### config.mk
export PLATFORM = sky130hd
export DESIGN_NAME = alu_flat
export DESIGN_NICKNAME = d
export VERILOG_FILES = /design/src/rtl/alu_pkg.sv /design/src/rtl/alu_if.sv /design/src/rtl/alu_shifter.sv /design/src/rtl/alu.sv /design/src/flat_wrapper.sv
export SDC_FILE = /design/constraint.sdc
export NUM_CORES = 1
export LEC_CHECK = 0
export CAP_MARGIN = 0
export CORE_MARGIN = 5
export CORE_UTILIZATION = 53
export DETAILED_ROUTE_END_ITERATION = 10
export PLACE_DENSITY = 0.83
export SYNTH_ARGS = -nofsm -noshare
export SYNTH_HDL_FRONTEND = slang
export SYNTH_SLANG_ARGS = --single-unit
export TNS_END_PERCENT = 1
### constraint.sdc
create_clock -name clk -period 1.1 [get_ports clk]
set_input_delay 0.22 -clock clk [delete_from_list [all_inputs] [get_ports clk]]
set_output_delay 0.22 -clock clk [all_outputs]
set_load 0.02 [all_outputs]
### src/rtl/alu_pkg.sv
// Shared definitions for the execute-stage ALU: datapath width and op-code encoding.
package alu_pkg;

  localparam int WIDTH = 32;

  typedef enum logic [3:0] {
    OP_AND = 4'b0000,
    OP_OR  = 4'b0001,
    OP_XOR = 4'b0010,
    OP_NOR = 4'b0011,
    OP_ADD = 4'b0101,
    OP_SUB = 4'b0110,
    OP_SLT = 4'b0111,
    OP_SRL = 4'b1000,
    OP_SLL = 4'b1001,
    OP_SRA = 4'b1010
  } op_e;

endpackage

### src/rtl/alu_if.sv
// Operand/result bundle between the execute stage driver and the ALU.
interface alu_if import alu_pkg::*; #(
  parameter int W = WIDTH
);
  logic [W-1:0] X;
  logic [W-1:0] Y;
  logic [3:0]   op_code;
  logic [W-1:0] Z;
  logic         overflow;
  logic         equal;
  logic         zero;

  modport master (output X, Y, op_code, input Z, overflow, equal, zero);
  modport slave  (input X, Y, op_code, output Z, overflow, equal, zero);
endinterface

### src/rtl/alu_shifter.sv
// Combinational log-depth barrel shifter for SRL/SLL/SRA; outputs 0 for any other op.
module alu_shifter import alu_pkg::*; #(
  parameter int W  = WIDTH,
  parameter int SW = $clog2(W)
) (
  input  logic [W-1:0]  x_i,
  input  logic [SW-1:0] shamt_i,
  input  op_e           op_i,
  output logic [W-1:0]  result_o
);

  logic          left;
  logic          fill;
  logic [W-1:0]  x_rev;
  logic [W-1:0]  out_rev;
  logic [W-1:0]  stage [SW+1];

  assign left = (op_i == OP_SLL);
  assign fill = (op_i == OP_SRA) & x_i[W-1];

  // Left shifts reuse the right-shift ladder on the bit-reversed operand.
  for (genvar gi = 0; gi < W; gi++) begin : g_rev
    assign x_rev[gi]   = x_i[W-1-gi];
    assign out_rev[gi] = stage[SW][W-1-gi];
  end

  assign stage[0] = left ? x_rev : x_i;

  for (genvar gi = 0; gi < SW; gi++) begin : g_stage
    localparam int SH = 1 << gi;
    assign stage[gi+1] = shamt_i[gi] ? {{SH{fill}}, stage[gi][W-1:SH]} : stage[gi];
  end

  always_comb begin
    result_o = '0;
    case (op_i)
      OP_SRL, OP_SRA: result_o = stage[SW];
      OP_SLL:         result_o = out_rev;
      default:        result_o = '0;
    endcase
  end

endmodule

### src/rtl/alu.sv
// Registered 32-bit ALU: logic, add/sub, signed SLT and shifts with overflow/equal/zero flags.
module alu import alu_pkg::*; #(
  parameter int W = WIDTH
) (
  input  logic  clk,
  input  logic  rst_n,
  alu_if.slave  bus_if
);

  localparam int SW = $clog2(W);

  op_e          op;
  logic [W-1:0] sum;
  logic [W-1:0] diff;
  logic [W-1:0] shift_res;
  logic         add_ovf;
  logic         sub_ovf;
  logic         slt;

  logic [W-1:0] z_d, z_q;
  logic         ovf_d, ovf_q;
  logic         equal_d, equal_q;
  logic         zero_d, zero_q;

  assign op   = op_e'(bus_if.op_code);
  assign sum  = bus_if.X + bus_if.Y;
  assign diff = bus_if.X - bus_if.Y;

  assign add_ovf = (bus_if.X[W-1] == bus_if.Y[W-1]) && (sum[W-1] != bus_if.X[W-1]);
  assign sub_ovf = (bus_if.X[W-1] != bus_if.Y[W-1]) && (diff[W-1] != bus_if.X[W-1]);
  // Differing signs decide the compare directly, so a wrapped difference is never trusted.
  assign slt = (bus_if.X[W-1] != bus_if.Y[W-1]) ? bus_if.X[W-1] : diff[W-1];

  alu_shifter #(.W(W), .SW(SW)) u_shifter (
    .x_i      (bus_if.X),
    .shamt_i  (bus_if.Y[SW-1:0]),
    .op_i     (op),
    .result_o (shift_res)
  );

  always_comb begin
    z_d   = '0;
    ovf_d = 1'b0;
    case (op)
      OP_AND: z_d = bus_if.X & bus_if.Y;
      OP_OR:  z_d = bus_if.X | bus_if.Y;
      OP_XOR: z_d = bus_if.X ^ bus_if.Y;
      OP_NOR: z_d = ~(bus_if.X | bus_if.Y);
      OP_ADD: begin
        z_d   = sum;
        ovf_d = add_ovf;
      end
      OP_SUB: begin
        z_d   = diff;
        ovf_d = sub_ovf;
      end
      OP_SLT: z_d = {{(W-1){1'b0}}, slt};
      OP_SRL, OP_SLL, OP_SRA: z_d = shift_res;
      default: z_d = '0;
    endcase
    equal_d = (bus_if.X == bus_if.Y);
    zero_d  = (z_d == '0);
  end

  always_ff @(posedge clk or negedge rst_n) begin
    if (!rst_n) begin
      z_q     <= '0;
      ovf_q   <= 1'b0;
      equal_q <= 1'b0;
      zero_q  <= 1'b1;
    end else begin
      z_q     <= z_d;
      ovf_q   <= ovf_d;
      equal_q <= equal_d;
      zero_q  <= zero_d;
    end
  end

  assign bus_if.Z        = z_q;
  assign bus_if.overflow = ovf_q;
  assign bus_if.equal    = equal_q;
  assign bus_if.zero     = zero_q;

endmodule

### src/flat_wrapper.sv
// flat-port wrapper written by rule: the top's interface ports become plain ports
module alu_flat import alu_pkg::*;
#(
  parameter int W = WIDTH
)
  (clk, rst_n, bus_if_X, bus_if_Y, bus_if_op_code, bus_if_Z, bus_if_overflow, bus_if_equal, bus_if_zero);
  alu_if #(.W(W)) bus_if_i ();
  input  logic clk;
  input  logic rst_n;
  input wire logic [$bits(bus_if_i.X)-1:0] bus_if_X;
  input wire logic [$bits(bus_if_i.Y)-1:0] bus_if_Y;
  input wire logic [$bits(bus_if_i.op_code)-1:0] bus_if_op_code;
  output wire logic [$bits(bus_if_i.Z)-1:0] bus_if_Z;
  output wire logic [$bits(bus_if_i.overflow)-1:0] bus_if_overflow;
  output wire logic [$bits(bus_if_i.equal)-1:0] bus_if_equal;
  output wire logic [$bits(bus_if_i.zero)-1:0] bus_if_zero;
  assign bus_if_i.X = bus_if_X;
  assign bus_if_i.Y = bus_if_Y;
  assign bus_if_i.op_code = bus_if_op_code;
  assign bus_if_Z = bus_if_i.Z;
  assign bus_if_overflow = bus_if_i.overflow;
  assign bus_if_equal = bus_if_i.equal;
  assign bus_if_zero = bus_if_i.zero;
  alu #(.W(W)) u_core (.clk(clk), .rst_n(rst_n), .bus_if(bus_if_i));
endmodule
==> metrics.csv, run 1 <==
metric;value;unit
portBuffers;104;
grt_use_total;71.8;%
synth.cell_area;10700;um2
dpl_cell_area;16200;um2
fp.dieW;152;um
cts_sinks;35;
dp_hpwl;51200;um
clock-root-buffer;clkbuf_16;
htree_levels;2;
num_io_pins;105;
synth-edff-count;0;
grt_first_pass_wirelength;130000;um
ys_warn_count;0;
grt_max_degree;45;
syn_area_per_cell;7.15;um2
num_rows;51;
start_util;54.3;%
grt_pass1_vias;21200;
async_flop_share;100;%
syn_inst;1491;
syn_nets;1663;
die_y;152;um
synth_flop_cell;dfrtp_1;
synth-seq-cells;35;
outcome;stopped before the end;
ys_seq_area_share;8.22;%
error;[ERROR GRT-0116] Global routing finished with congestion. Check the congestion regions in the DRC Viewer.;
cts_buffers;5;
gr-total-overflow;62;
clockBufferDepth;2;
synth_cell_types;91;
haltStage;global routing (5_1_grt);
place_congestion;1.36;
hold_buffers;0;
routing by layer:
metal | global-route usage, % | GRT overflow
met5 | 28.8 | 1
met4 | 72.9 | 29
met3 | 60.2 | 0
met2 | 84.7 | 32
met1 | 71.6 | 0
stage by stage:
step	instances	worst slack, ns
CTS	2367	-2.99
detailed placement	2345	-3.86
global placement	2345	-3.58
floorplan	1491	-3.13
kinds of logic after synthesis:
family	synth area share, %
compound gates	33.4
flops	8.22
fa+ha+maj	12.2
simple gates	22.4
xor+xnor	3.94
mux	11.7
buf+inv	8.19
Yosys cell counts, types with 9 or more instances:
library cell / n / share of area, %
nand2_1: 123 / 4.3
nand2b_1: 17 / 1.0
or2_2: 11 / 0.65
inv_1: 101 / 3.6
o211ai_1: 22 / 1.5
ha_1: 99 / 12
o21ai_0: 79 / 3.7
a21oi_1: 116 / 5.4
nor2_1: 121 / 4.3
o2111ai_1: 9 / 0.74
nand3_1: 38 / 1.8
o21bai_1: 15 / 1.1
o221ai_1: 16 / 1.3
a221oi_1: 12 / 0.99
mux2_2: 10 / 1.1
mux2i_1: 59 / 5.5
nor4_1: 24 / 1.4
o32ai_1: 10 / 0.82
a221o_1: 13 / 1.2
a21o_1: 17 / 1.2
o22ai_1: 24 / 1.4
xnor2_1: 43 / 3.5
mux4_2: 24 / 5.1
dfrtp_1: 34 / 8.0
buf_1: 14 / 0.49
nor2b_1: 9 / 0.53
a31oi_1: 18 / 1.1
o21a_1: 10 / 0.70
nand4_1: 21 / 1.2
clkbuf_1: 81 / 2.9
a22oi_1: 23 / 1.6
o31ai_1: 16 / 1.1
a211oi_1: 22 / 1.5
buf_2: 17 / 0.80
nor3_1: 60 / 2.8
repair_timing:
action	4_1_cts
setup endpoints to repair	70
pin swaps	41
gates resized for setup	377
buffers inserted	14
==> run 2: changes to the inputs <==
--- a/config.mk
+++ b/config.mk
@@ -7,9 +7,9 @@
 export LEC_CHECK = 0
 export CAP_MARGIN = 0
 export CORE_MARGIN = 5
-export CORE_UTILIZATION = 53
+export CORE_UTILIZATION = 38
 export DETAILED_ROUTE_END_ITERATION = 10
-export PLACE_DENSITY = 0.83
+export PLACE_DENSITY_LB_ADDON = 0.15
 export SYNTH_ARGS = -nofsm -noshare
 export SYNTH_HDL_FRONTEND = slang
 export SYNTH_SLANG_ARGS = --single-unit
==> run 2 against run 1 <==
  * The flow now finishes, with violations (setup timing)
  * Synthesized cell count is the same
  * Synthesized area unchanged
==> metrics.csv, run 2 <==
metric;value;unit
outcome;finished, violations left;
failed_checks;setup timing;
period_share;359;%
drc;0;
gr-total-overflow;0;
layout.cells.non_filler;2513;
p_leak;0.00811;uW
fp.dieW;178;um
ys_seq_area_share;8.22;%
dr_wl_met2;27900;um
clock-root-buffer;clkbuf_16;
grt_max_degree;41;
die_y;178;um
yosys-top-cells-area;ha_1, dfrtp_1, mux2i_1;
drv_cap;0;
dr.first_iter.drc_count;2267;
worst_pin_slew;0.891;ns
start_util;38.4;%
dp_hpwl;54900;um
vdd_drop_max;749;uV
synth.cell_area;10700;um2
wl_per_cell;26.8;um
holdWs;0.316;ns
vias;15900;
fillCellCount;2566;
slew_viol_final;0;
startpoint_type;input port;
ant_nets;0;
post-route-min-period;3.95;ns
synth_cell_types;91;
fmax;253;MHz
setup_viol;70;
drive_gt1_share;41.8;%
fin_util;63.5;%
num_rows;61;
netlist_top_cells_count;nand2_1, nor2_1, a21oi_1, inv_1, ha_1;
grt_pass1_vias;15300;
cts_tree;built;
synth-seq-cells;35;
syn_to_final_growth;65.3;%
syn_area_per_cell;7.15;um2
path_max_fanout;9;
clkTransAtPathRegs;0.05;ns
largest_register_ff_count;32;
syn_inst;1491;
portBuffers;104;
required;1.29;ns
synth_top_area_share;11.6;%
synth_flop_cell;dfrtp_1;
yosysMostFrequentCell;nand2_1;
htree_levels;2;
final_common_cell;buf_4;
num_io_pins;105;
yosys.area.top_type;ha_1;
arrival;4.14;ns
cts_buffers;5;
vias_per_cell;6.34;
routed_wirelength;67200;um
fin_nets;2305;
wl_met3;7740;um
hp-class;in -> async;
final.setup.worst_slack;-2.85;ns
hold_buffers;0;
wl_met1;25500;um
synth-edff-count;0;
clockBufferDepth;2;
power_per_cell_area;731;nW/um2
slew-limit-headroom;40.1;%
finalHoldViolations;0;
async_flop_share;100;%
final_cell_mix;buf_4, nand2_1, nor2_1;
cts_sinks;35;
dp_cells;2481;
worst_setup_path_end_kind;flip-flop;
highest_layer;met5;
core;27800;um2
grt_use_total;41.1;%
place_congestion;1.08;
grt_first_pass_wirelength;97400;um
antenna_found_initial;2;
crit_type;in -> reg;
ys_warn_count;0;
rsz0062_at_grt;true;
drtPass1Iterations;6;
syn_nets;1663;
dp_worst_setup_slack;-3.85;ns
dieArea;31500;um2
-- run 2: cell counts after synthesis --
No cell type changed its count.
-- run 2: worst paths after layout --
kind / cells after the start / to / slack (ns) / start
worst max-delay path: 15 / u_core.bus_if.zero$_DFF_PN1_ / -2.85 / bus_if_op_code[3]
worst min-delay path: 2 / u_core.bus_if.Z[22]$_DFF_PN0_ / 0.32 / rst_n
max in group asynchronous: 2 / u_core.bus_if.zero$_DFF_PN1_ / 0.54 / rst_n
min in group clk: 5 / u_core.bus_if.Z[3]$_DFF_PN0_ / 0.76 / bus_if_Y[4]
-- run 2: cell type report --
class,count,area (um2),share of cell area [%]
multi-input cells,1236,9790,55.5
repair buffers,751,5910,33.5
flip-flops and latches,35,877,4.97
well taps,378,473,2.68
inverters,104,408,2.31
clock buffers,5,125,0.710
clock inverters,3,43.8,0.248
diodes,1,2.50,0.0142
-- run 2: worst max-delay path: stages --
cell,delay (ns)
clkdlybuf4s50_1,0.48
and4bb_4,0.32
buf_4,0.13
buf_4,0.20
mux4_2,0.43
nand2_1,0.14
nand3_1,0.16
nand4_1,0.34
o2111ai_2,0.21
a2111oi_4,0.28
buf_4,0.16
or4bb_1,0.56
nor4_2,0.28
nand2_1,0.09
nor4_2,0.13
-- run 2: through the flow --
step	TNS (ns)	instance area [um2]	power [uW]
finish	-86.12	17600	12900
global route	-90.78	17600	13400
CTS	-86.28	17200	12300
detailed placement	-98.44	16500	10400
global placement	-97.42	16500	10400
floorplan	-61.99	10800	5460
-- run 2: routing by layer --
layer | GRT usage (%) | vias up
li1 | - | 6934
met2 | 61.6 | 1158
met3 | 7.99 | 300
met4 | 27.4 | 2
met1 | 53.4 | 7549
met5 | 0 | -
-- run 2: power by group --
group / leakage (uW) / switching (uW) / internal [uW]
clock: 0.0000838 / 488 / 1070
sequential: 0.000441 / 46.5 / 1460
combinational: 0.00759 / 5380 / 4460
-- run 2: timing repair --
action	in CTS	in global routing
pin swaps	36	29
endpoints found under the setup margin	70	70
setup buffers	17	6
gates resized for setup	192	105
-- run 2: cell families (layout without fill, tap and decap cells) --
logic type | Yosys count | after routing | share of synthesized area (%)
AO/OA/AOI/OAI | 509 | 509 | 33.4
XOR/XNOR | 48 | 48 | 3.94
adder cells (fa/ha/maj) | 102 | 102 | 12.2
buffers and inverters | 220 | 863 | 8.19
flip-flops | 35 | 35 | 8.22
multiplexers | 93 | 93 | 11.7
other | 0 | 1 | 0
AND/OR/NAND/NOR | 484 | 484 | 22.4
(Power assumes the default switching activity.)
